File: src/rtl/seq_divider.sv
// rtl/seq_divider.sv - sequential restoring divider, one quotient bit per clock
// Operands and results move through valid/ready handshakes; the MSB of the dividend is resolved first.
module seq_divider #(
  parameter int DIVIDEND_W = 8,
  parameter int DIVISOR_W  = 4
) (
  input  logic                  clk,
  input  logic                  rst,
  input  logic                  in_valid,
  output logic                  in_ready,
  input  logic [DIVIDEND_W-1:0] dividend,
  input  logic [DIVISOR_W-1:0]  divisor,
  output logic                  out_valid,
  input  logic                  out_ready,
  output logic [DIVIDEND_W-1:0] quotient,
  output logic [DIVISOR_W-1:0]  remainder,
  output logic                  div_by_zero
);

  localparam int CNT_W = $clog2(DIVIDEND_W);

  typedef enum logic [1:0] {IDLE, CALC, DONE} state_t;

  state_t                state_q, state_d;
  logic [DIVIDEND_W-1:0] work_q, work_d;
  logic [DIVISOR_W-1:0]  dvsr_q, dvsr_d;
  logic [DIVISOR_W-1:0]  rem_q, rem_d;
  logic [CNT_W-1:0]      cnt_q, cnt_d;
  logic [DIVIDEND_W-1:0] quot_q, quot_d;
  logic [DIVISOR_W-1:0]  remo_q, remo_d;
  logic                  dbz_q, dbz_d;

  // The partial remainder is always below the divisor, so its extra top bit
  // is implicitly zero and only the shifted trial value needs DIVISOR_W+1 bits.
  logic [DIVISOR_W:0]    trial;
  logic                  trial_ge;
  logic [DIVISOR_W-1:0]  trial_diff;

  assign trial      = {rem_q, work_q[DIVIDEND_W-1]};
  assign trial_ge   = (trial >= {1'b0, dvsr_q});
  assign trial_diff = trial[DIVISOR_W-1:0] - dvsr_q;

  always_comb begin
    state_d   = state_q;
    work_d    = work_q;
    dvsr_d    = dvsr_q;
    rem_d     = rem_q;
    cnt_d     = cnt_q;
    quot_d    = quot_q;
    remo_d    = remo_q;
    dbz_d     = dbz_q;
    in_ready  = 1'b0;
    out_valid = 1'b0;
    case (state_q)
      IDLE: begin
        in_ready = 1'b1;
        if (in_valid) begin
          work_d = dividend;
          dvsr_d = divisor;
          rem_d  = '0;
          cnt_d  = CNT_W'(DIVIDEND_W - 1);
          if (divisor == '0) begin
            state_d = DONE;
            quot_d  = '1;
            remo_d  = '0;
            dbz_d   = 1'b1;
          end else begin
            state_d = CALC;
          end
        end
      end
      CALC: begin
        // Dividend bits shift out at the top while quotient bits shift in at the bottom.
        rem_d  = trial_ge ? trial_diff : trial[DIVISOR_W-1:0];
        work_d = {work_q[DIVIDEND_W-2:0], trial_ge};
        if (cnt_q == '0) begin
          state_d = DONE;
          quot_d  = {work_q[DIVIDEND_W-2:0], trial_ge};
          remo_d  = trial_ge ? trial_diff : trial[DIVISOR_W-1:0];
          dbz_d   = 1'b0;
        end else begin
          cnt_d = cnt_q - CNT_W'(1);
        end
      end
      DONE: begin
        out_valid = 1'b1;
        if (out_ready) state_d = IDLE;
      end
      default: state_d = IDLE;
    endcase
  end

  always_ff @(posedge clk or posedge rst) begin
    if (rst) begin
      state_q <= IDLE;
      work_q  <= '0;
      dvsr_q  <= '0;
      rem_q   <= '0;
      cnt_q   <= '0;
      quot_q  <= '0;
      remo_q  <= '0;
      dbz_q   <= 1'b0;
    end else begin
      state_q <= state_d;
      work_q  <= work_d;
      dvsr_q  <= dvsr_d;
      rem_q   <= rem_d;
      cnt_q   <= cnt_d;
      quot_q  <= quot_d;
      remo_q  <= remo_d;
      dbz_q   <= dbz_d;
    end
  end

  assign quotient    = quot_q;
  assign remainder   = remo_q;
  assign div_by_zero = dbz_q;

endmodule

File: config.mk
export PLATFORM = sky130hd
export DESIGN_NAME = seq_divider
export DESIGN_NICKNAME = d
export VERILOG_FILES = /design/src/rtl/seq_divider.sv
export SDC_FILE = /design/constraint.sdc
export NUM_CORES = 1
export LEC_CHECK = 0
export CAP_MARGIN = 30
export CORE_ASPECT_RATIO = 0.5
export CORE_MARGIN = 4
export CORE_UTILIZATION = 48
export CTS_CLUSTER_DIAMETER = 150
export CTS_CLUSTER_SIZE = 28
export DETAILED_ROUTE_END_ITERATION = 7
export DONT_BUFFER_PORTS = 1
export GPL_TIMING_DRIVEN = 0
export PLACE_DENSITY_LB_ADDON = 0.1
export SLEW_MARGIN = 20
export SYNTH_ARGS = -nofsm -noshare
export SYNTH_HDL_FRONTEND = slang
export SYNTH_SLANG_ARGS = --single-unit
File: constraint.sdc
create_clock -name clk -period 1.7 [get_ports clk]
set_input_delay 0.085 -clock clk [delete_from_list [all_inputs] [get_ports clk]]
set_output_delay 0.085 -clock clk [all_outputs]
set_load 0.01 [all_outputs]
==> results of run 1 <==
## cells by family (layout without fill, tap and decap cells)
family,after synthesis,in the layout,synth area share
simple gates,62,62,0.179
compound gates,45,45,0.199
flops,34,34,0.506
buf+inv,19,51,0.0484
fa+ha+maj,7,7,0.0565
xor+xnor,1,1,0.00521
mux,1,1,0.00670
## metrics by stage
step | utilization | setup TNS (ns) | cell area [µm²] | cells
6_report | 0.713 | -0.566 | 2260 | 249
5_1_grt | 0.713 | -1.25 | 2260 | 249
4_1_cts | 0.676 | -0.458 | 2140 | 244
3_5_place_dp | 0.556 | -1.58 | 1760 | 217
3_3_place_gp | 0.556 | -1.54 | 1760 | 217
2_1_floorplan | - | -0.0219 | 1700 | 169
## state kept, by name, indices dropped and copies added, names as in the netlist
register     count
quotient         8
work_q           8
dvsr_q           4
rem_q            4
remainder        4
cnt_q            3
state_q          2
div_by_zero      1
## placed cells by master, fill, tap and decap left out, drive strengths merged, types with 3 or more instances in the layout
cell	count
dfrtp	34
nand2	25
dlygate4sd3	14
nor2	14
buf	14
inv	11
clkbuf	9
o22a	8
a21oi	8
o21ai	7
a31oi	6
ha	6
o31ai	5
nand3	4
nand2b	4
and3	3
or4	3
## cell type report
class	instances	area share
buffer	8	0.0199
clock buffer	5	0.0305
clock inverter	3	0.0305
inverter	11	0.0183
multi-input combinational	116	0.401
sequential	34	0.377
tap	48	0.0266
timing repair buffer	24	0.0969
## per-layer routing
| metal | vias to the layer above | global-route usage |
|---|---|---|
| met1 | 660 | 0.271 |
| met2 | 46 | 0.271 |
| li1 | 662 | - |
| met5 | - | 0 |
| met4 | 0 | 0.0616 |
| met3 | 12 | 0.0532 |
## critical path, stage by stage, from the launching register on
cell and delay [ns]:
dfrtp_1 0.41, inv_2 0.09, ha_4 0.19, nand2b_4 0.16
a2111oi_4 0.41, nor2_2 0.12, a221o_1 0.32
## power groups by stage
| stage | Sequential, µW | Combinational, µW | Clock, µW |
|---|---|---|---|
| after global placement | 1570 | 1930 | 0 |
| after detailed placement | 1580 | 1970 | 0 |
| after floorplan | 1500 | 1630 | 0 |
| final | 1600 | 2740 | 910 |
| after global routing | 1640 | 3020 | 957 |
| after CTS | 1580 | 2350 | 924 |
## timing repair
action	4_1_cts	5_1_grt
endpoints found under the hold margin	47	0
buffers inserted	5	5
hold buffers	14	0
pin swaps	11	6
setup endpoints to repair	18	25
gates resized for setup	12	26
## how the worst min path moves through the flow
| stage | start | endpoint | slack (ns) | depth (start not counted) |
|---|---|---|---|---|
| final | in_valid | state_q[0] | 0.02 | 3 |
| after global placement | out_ready | state_q[1] | 0.18 | 1 |
| after global routing | in_valid | state_q[0] | 0.04 | 3 |
| after detailed placement | rst | quotient[1] | 0.12 | 1 |
| after CTS | in_valid | state_q[0] | 0.02 | 3 |
| after floorplan | out_ready | state_q[1] | 0.18 | 1 |
==> results by group, run 1 <==
Run status
  – Status: finished with violations
  – Violated checks: setup timing

GRT
  – Pin count of the biggest net entering global routing: 35
  – Vias in the first global route: 1381
  – Initial antenna violation count: 0
  – First-pass GRT wire length: 6640 µm
  – GRT Resource Usage Total: 0.188
  – GRT overflow: 0

Yosys
  – Post-synth EDFFs: 0
  – Top cells by count, synth: 34 x dfrtp_1, 25 x nand2_1, 14 x nor2_1
  – Largest area contributor in the netlist: dfrtp_1
  – Share of the synthesized area in the top cell type: 0.506
  – Seq/Total Area, Yosys: 0.506
  – Mean Syn Cell Area: 9.95 µm²
  – Top_reg_cell synth: dfrtp_1
  – Cell with the most instances after synthesis: dfrtp_1
  – Yosys reg bits: 34
  – Synth warn: 0
  – Post-Synthesis Cells: 169
  – FFs w/ async S/R, synth: 1.00
  – Unique masters post-synth: 38
  – Post-Syn Area: 1680 µm²
  – Post-Syn Nets: 192
  – Synth top area cells: dfrtp_1 51%, nand2_1 5.6%, ha_1 4.5%

Route
  – Max Used Layer: met4
  – Pre-antenna DRT Iters: 4
  – Remaining antenna violation count: 0
  – Drc violations: 0
  – Met1 WL: 1930 µm
  – Met2 WL post-DR: 1870 µm
  – DR vias/cell: 5.54
  – Final WL: 4160 µm
  – DR WL/cell: 16.7 µm
  – Met3 wire len: 273 µm
  – Detailed-route via count: 1380
  – Iteration-0 DRC count of the detailed router: 101

Power and ir drop
  – Sw frac: 0.401
  – Pint: 3140 µW
  – Leakage: 0.000967 µW
  – Sw power: 2100 µW
  – Maximum VDD drop: 1.22 mV
  – Sequential power share: 0.304
  – Combinational share of power: 0.522
  – Clock power share: 0.174
  – Pwr Density: 2320 nW/µm²
  – Power after layout: 5250 µW

Worst setup path
  – RR Endpoint: work_q[0]
  – Critical Path End: work_q[0]
  – Critical path launch point: work_q[7]
  – Startpoint Class: flop
  – RR Startpoint: work_q[7]
  – WP data arrival: 1.99 ns
  – FF-to-FF path depth: 6
  – Crit. End Element: flop
  – CP required: 1.87 ns
  – Worst R2R Setup Slack: -0.12 ns
  – Crit Path Category: reg -> reg
  – CP max FO: 4

Clocking
  – Clk pin slew, worst setup/hold paths: 0.08 ns
  – CTS Buf Count: 5
  – CTS root buffer: clkbuf_8
  – Maximum clock insertion buffer count: 2
  – Clk_lat worst skew: 0.29 ns
  – CTS tree: built
  – Clk sink count: 34
  – H-tree levels: 2

Final layout
  – Register area: 851 µm²
  – Filler cells: 224
  – Area of the multi-input gates: 906 µm²
  – Layout area overhead: 34.4%
  – Diode count: 0
  – Final Net Count: 223
  – Share of cells above drive strength 1: 0.299

Timing
  – Layout Skew: 0.00469 ns
  – Hold Vio Cnt, Final: 0
  – Crit share post-route: 1.07
  – Rel. slew slack: 0.531
  – F_max: 549 MHz
  – Crit path time final: 1.82 ns
  – WHS: 0.0244 ns
  – Max-slew violation count: 0
  – Final setup viols: 7
  – Final WS setup: -0.121 ns
  – RSZ-0062 raised after global routing: yes
  – Slew at the pin with the worst max-slew slack: 0.703 ns

Place
  – Dpl hpwl: 2570 µm
  – I/O Buffers: 0
  – Dpl ws: -0.192 ns
  – GP Congestion: 0.750

Floorplanning
  – Die Wd: 91.7 µm
  – Core Region: 3170 µm²
  – Rows: 14
  – Initial Utilization: 0.530
  – Ports: 31
  – Die ar.: 4570 µm²
  – Die Span Y: 49.9 µm

Flow run
  – Max-cap violations: 0

Min path
  – HP Class: in -> reg
Note: power is estimated with default switching activity, not from simulation.
==> run 2: changes to the inputs <==
CORE_MARGIN = not set   (was 4)
==> results by group, run 2 (same netlist as run 1, synthesis figures left out) <==
Run status
  – Status: finished with violations
  – Violated checks: setup timing

Flow run
  – Max-cap violations: 0 (unchanged)

Min path
  – HP Class: in -> reg
  – Hold depth: 3 (unchanged)

Worst setup path
  – Crit. End Element: flop
  – Critical-path cell list: inv_2, ha_4, nand2b_4, a2111o_1, and3_4, o31ai_2
  – FF-to-FF path depth: 6 (unchanged)
  – CP required: 1.90 ns (+0.03 ns)
  – Crit-path leading delay family: compound AO/OA/AOI/OAI gates
  – WP depth: 6 (unchanged)
  – Bufs and invs on worst path: 1 (unchanged)
  – Max stage delay on crit path: 0.46 ns (+0.05 ns)
  – WP data arrival: 2.04 ns (+0.05 ns)
  – Crit Path Category: reg -> reg
  – CP max FO: 4 (unchanged)
  – Startpoint Class: flop
  – Slowest CP cell: a2111o_1

Timing
  – F_max: 543 MHz (-1.1%)
  – Hold Vio Cnt, Final: 0 (unchanged)
  – Max-slew violation count: 0 (unchanged)
  – Final WS setup: -0.141 ns (-0.0196 ns)
  – RSZ-0062 raised after global routing: yes
  – Rel. slew slack: 0.532 (+0.00114)
  – Crit share post-route: 1.08 (+0.0115)
  – Layout Skew: 0.00918 ns (+0.00449 ns)
  – Final setup viols: 7 (unchanged)
  – Crit path time final: 1.84 ns (+0.0196 ns)
  – Slew at the pin with the worst max-slew slack: 0.701 ns (-0.00171 ns)

Floorplanning
  – Rows: 14 (unchanged)
  – Die ar.: 3760 µm² (-18%)
  – Die Wd: 85.7 µm (-6.5%)
  – Ports: 31 (unchanged)
  – Core Region: 3170 µm² (unchanged)
  – Initial Utilization: 0.530 (unchanged)
  – Die Span Y: 43.9 µm (-12%)

Place
  – Inst Count DP: 217 (unchanged)
  – I/O Buffers: 0 (unchanged)
  – Placed Area: 1760 µm² (unchanged)
  – GP Congestion: 0.771 (+2.8%)
  – Dpl hpwl: 2540 µm (-1.1%)

Route
  – Detailed-route via count: 1442 (+4.5%)
  – Remaining antenna violation count: 0 (unchanged)
  – Drc violations: 0 (unchanged)
  – Final WL: 4350 µm (+4.5%)
  – DR WL/cell: 16.9 µm (+1.2%)
  – Iteration-0 DRC count of the detailed router: 97 (-4.0%)
  – DR vias/cell: 5.61 (+1.2%)
  – Pre-antenna DRT Iters: 4 (unchanged)

GRT
  – Vias in the first global route: 1418 (+2.7%)
  – GRT overflow: 0 (unchanged)
  – Pin count of the biggest net entering global routing: 35 (unchanged)
  – First-pass GRT wire length: 6920 µm (+4.2%)
  – GRT Resource Usage Total: 0.252 (+0.0644)
  – Initial antenna violation count: 0 (unchanged)

Clocking
  – Clk pin slew, worst setup/hold paths: 0.08 ns (about the same)
  – CTS root buffer: clkbuf_8
  – CTS Buf Count: 5 (unchanged)
  – CTS tree: built
  – Clk_lat worst skew: 0.30 ns (about the same)
  – Clk sink count: 34 (unchanged)
  – Maximum clock insertion buffer count: 2 (unchanged)
  – H-tree levels: 2 (unchanged)

Final layout
  – Final instance area: 2320 µm² (+2.7%)
  – Share of cells above drive strength 1: 0.316 (+0.0173)
  – Filler cells: 213 (-4.9%)
  – Most frequent cells in the layout: 34 x dfrtp_1, 24 x nand2_1, 17 x buf_4, 14 x dlygate4sd3_1, 12 x nor2_1
  – Commonest non-fill, non-tap cell in the layout: dfrtp_1
  – Final Non-Filler Cells: 257 (+3.2%)
  – Register area: 851 µm² (unchanged)
  – Area of the multi-input gates: 907 µm² (+0.14%)
  – Diode count: 0 (unchanged)
  – Layout area overhead: 38.0%
  – Final Net Count: 231 (+3.6%)

Power and ir drop
  – Power after layout: 5430 µW (+3.5%)
  – Leakage: 0.00101 µW (+4.6%)
  – Maximum VDD drop: 1.19 mV (-2.5%)
  – Pwr Density: 2340 nW/µm² (+0.78%)
[run 2: path summary, 6_finish.rpt]
check	startpoint	endpoint	slack [ns]
worst max-delay path	work_q[7]	remainder[0]	-0.14
worst min-delay path	in_valid	state_q[0]	0.03
worst max register to register	work_q[7]	remainder[0]	-0.14
worst min register to register	cnt_q[0]	cnt_q[0]	0.47
max in group asynchronous	rst	cnt_q[2]	0.89
min in group asynchronous	rst	quotient[3]	0.35
[run 2: stage by stage]
stage | worst slack [ns] | hold slack [ns] | TNS (ns) | utilization
final | -0.141 | 0.0318 | -0.651 | 0.732
after global routing | -0.176 | 0.0360 | -1.04 | 0.732
after CTS | -0.0957 | 0.0242 | -0.473 | 0.695
after detailed placement | -0.182 | 0.124 | -1.58 | 0.556
after global placement | -0.150 | 0.178 | -1.54 | 0.556
after floorplan | -0.0111 | 0.177 | -0.0219 | -
[run 2: worst min-delay path: stages]
cell and delay [ns]:
nand2_1 0.04, mux2_2 0.13, nor2_1 0.03
[run 2: area by class of cell]
| class | instances | share of cell area |
|---|---|---|
| Multi-Input combinational cell | 116 | 0.391 |
| Tap cell | 48 | 0.0259 |
| Clock buffer | 5 | 0.0296 |
| Sequential cell | 34 | 0.367 |
| Inverter | 11 | 0.0178 |
| Timing Repair Buffer | 32 | 0.120 |
| Buffer | 8 | 0.0194 |
| Clock inverter | 3 | 0.0296 |
[run 2: repair_timing]
item | CTS | global route
hold endpoints to repair | 47 | 0
pin swaps | 10 | 8
resized for setup | 14 | 22
setup endpoints to repair | 19 | 24
buffers inserted | 14 | 6
hold buffers | 14 | 0
[run 2: routing by layer]
metal / global-route usage / vias up / share of wire
li1: - / 676 / -
met1: 0.347 / 702 / 0.47
met5: 0 / - / 0
met2: 0.395 / 55 / 0.45
met4: 0.0700 / 0 / 0.011
met3: 0.0762 / 9 / 0.067
[run 2: power breakdown]
part           leakage, µW  switching [µW]  internal (µW)  total (µW)
clock            0.0000683             330            588         918
combinational     0.000555            1500           1430        2930
sequential        0.000389             364           1220        1580
total              0.00101            2190           3240        5430
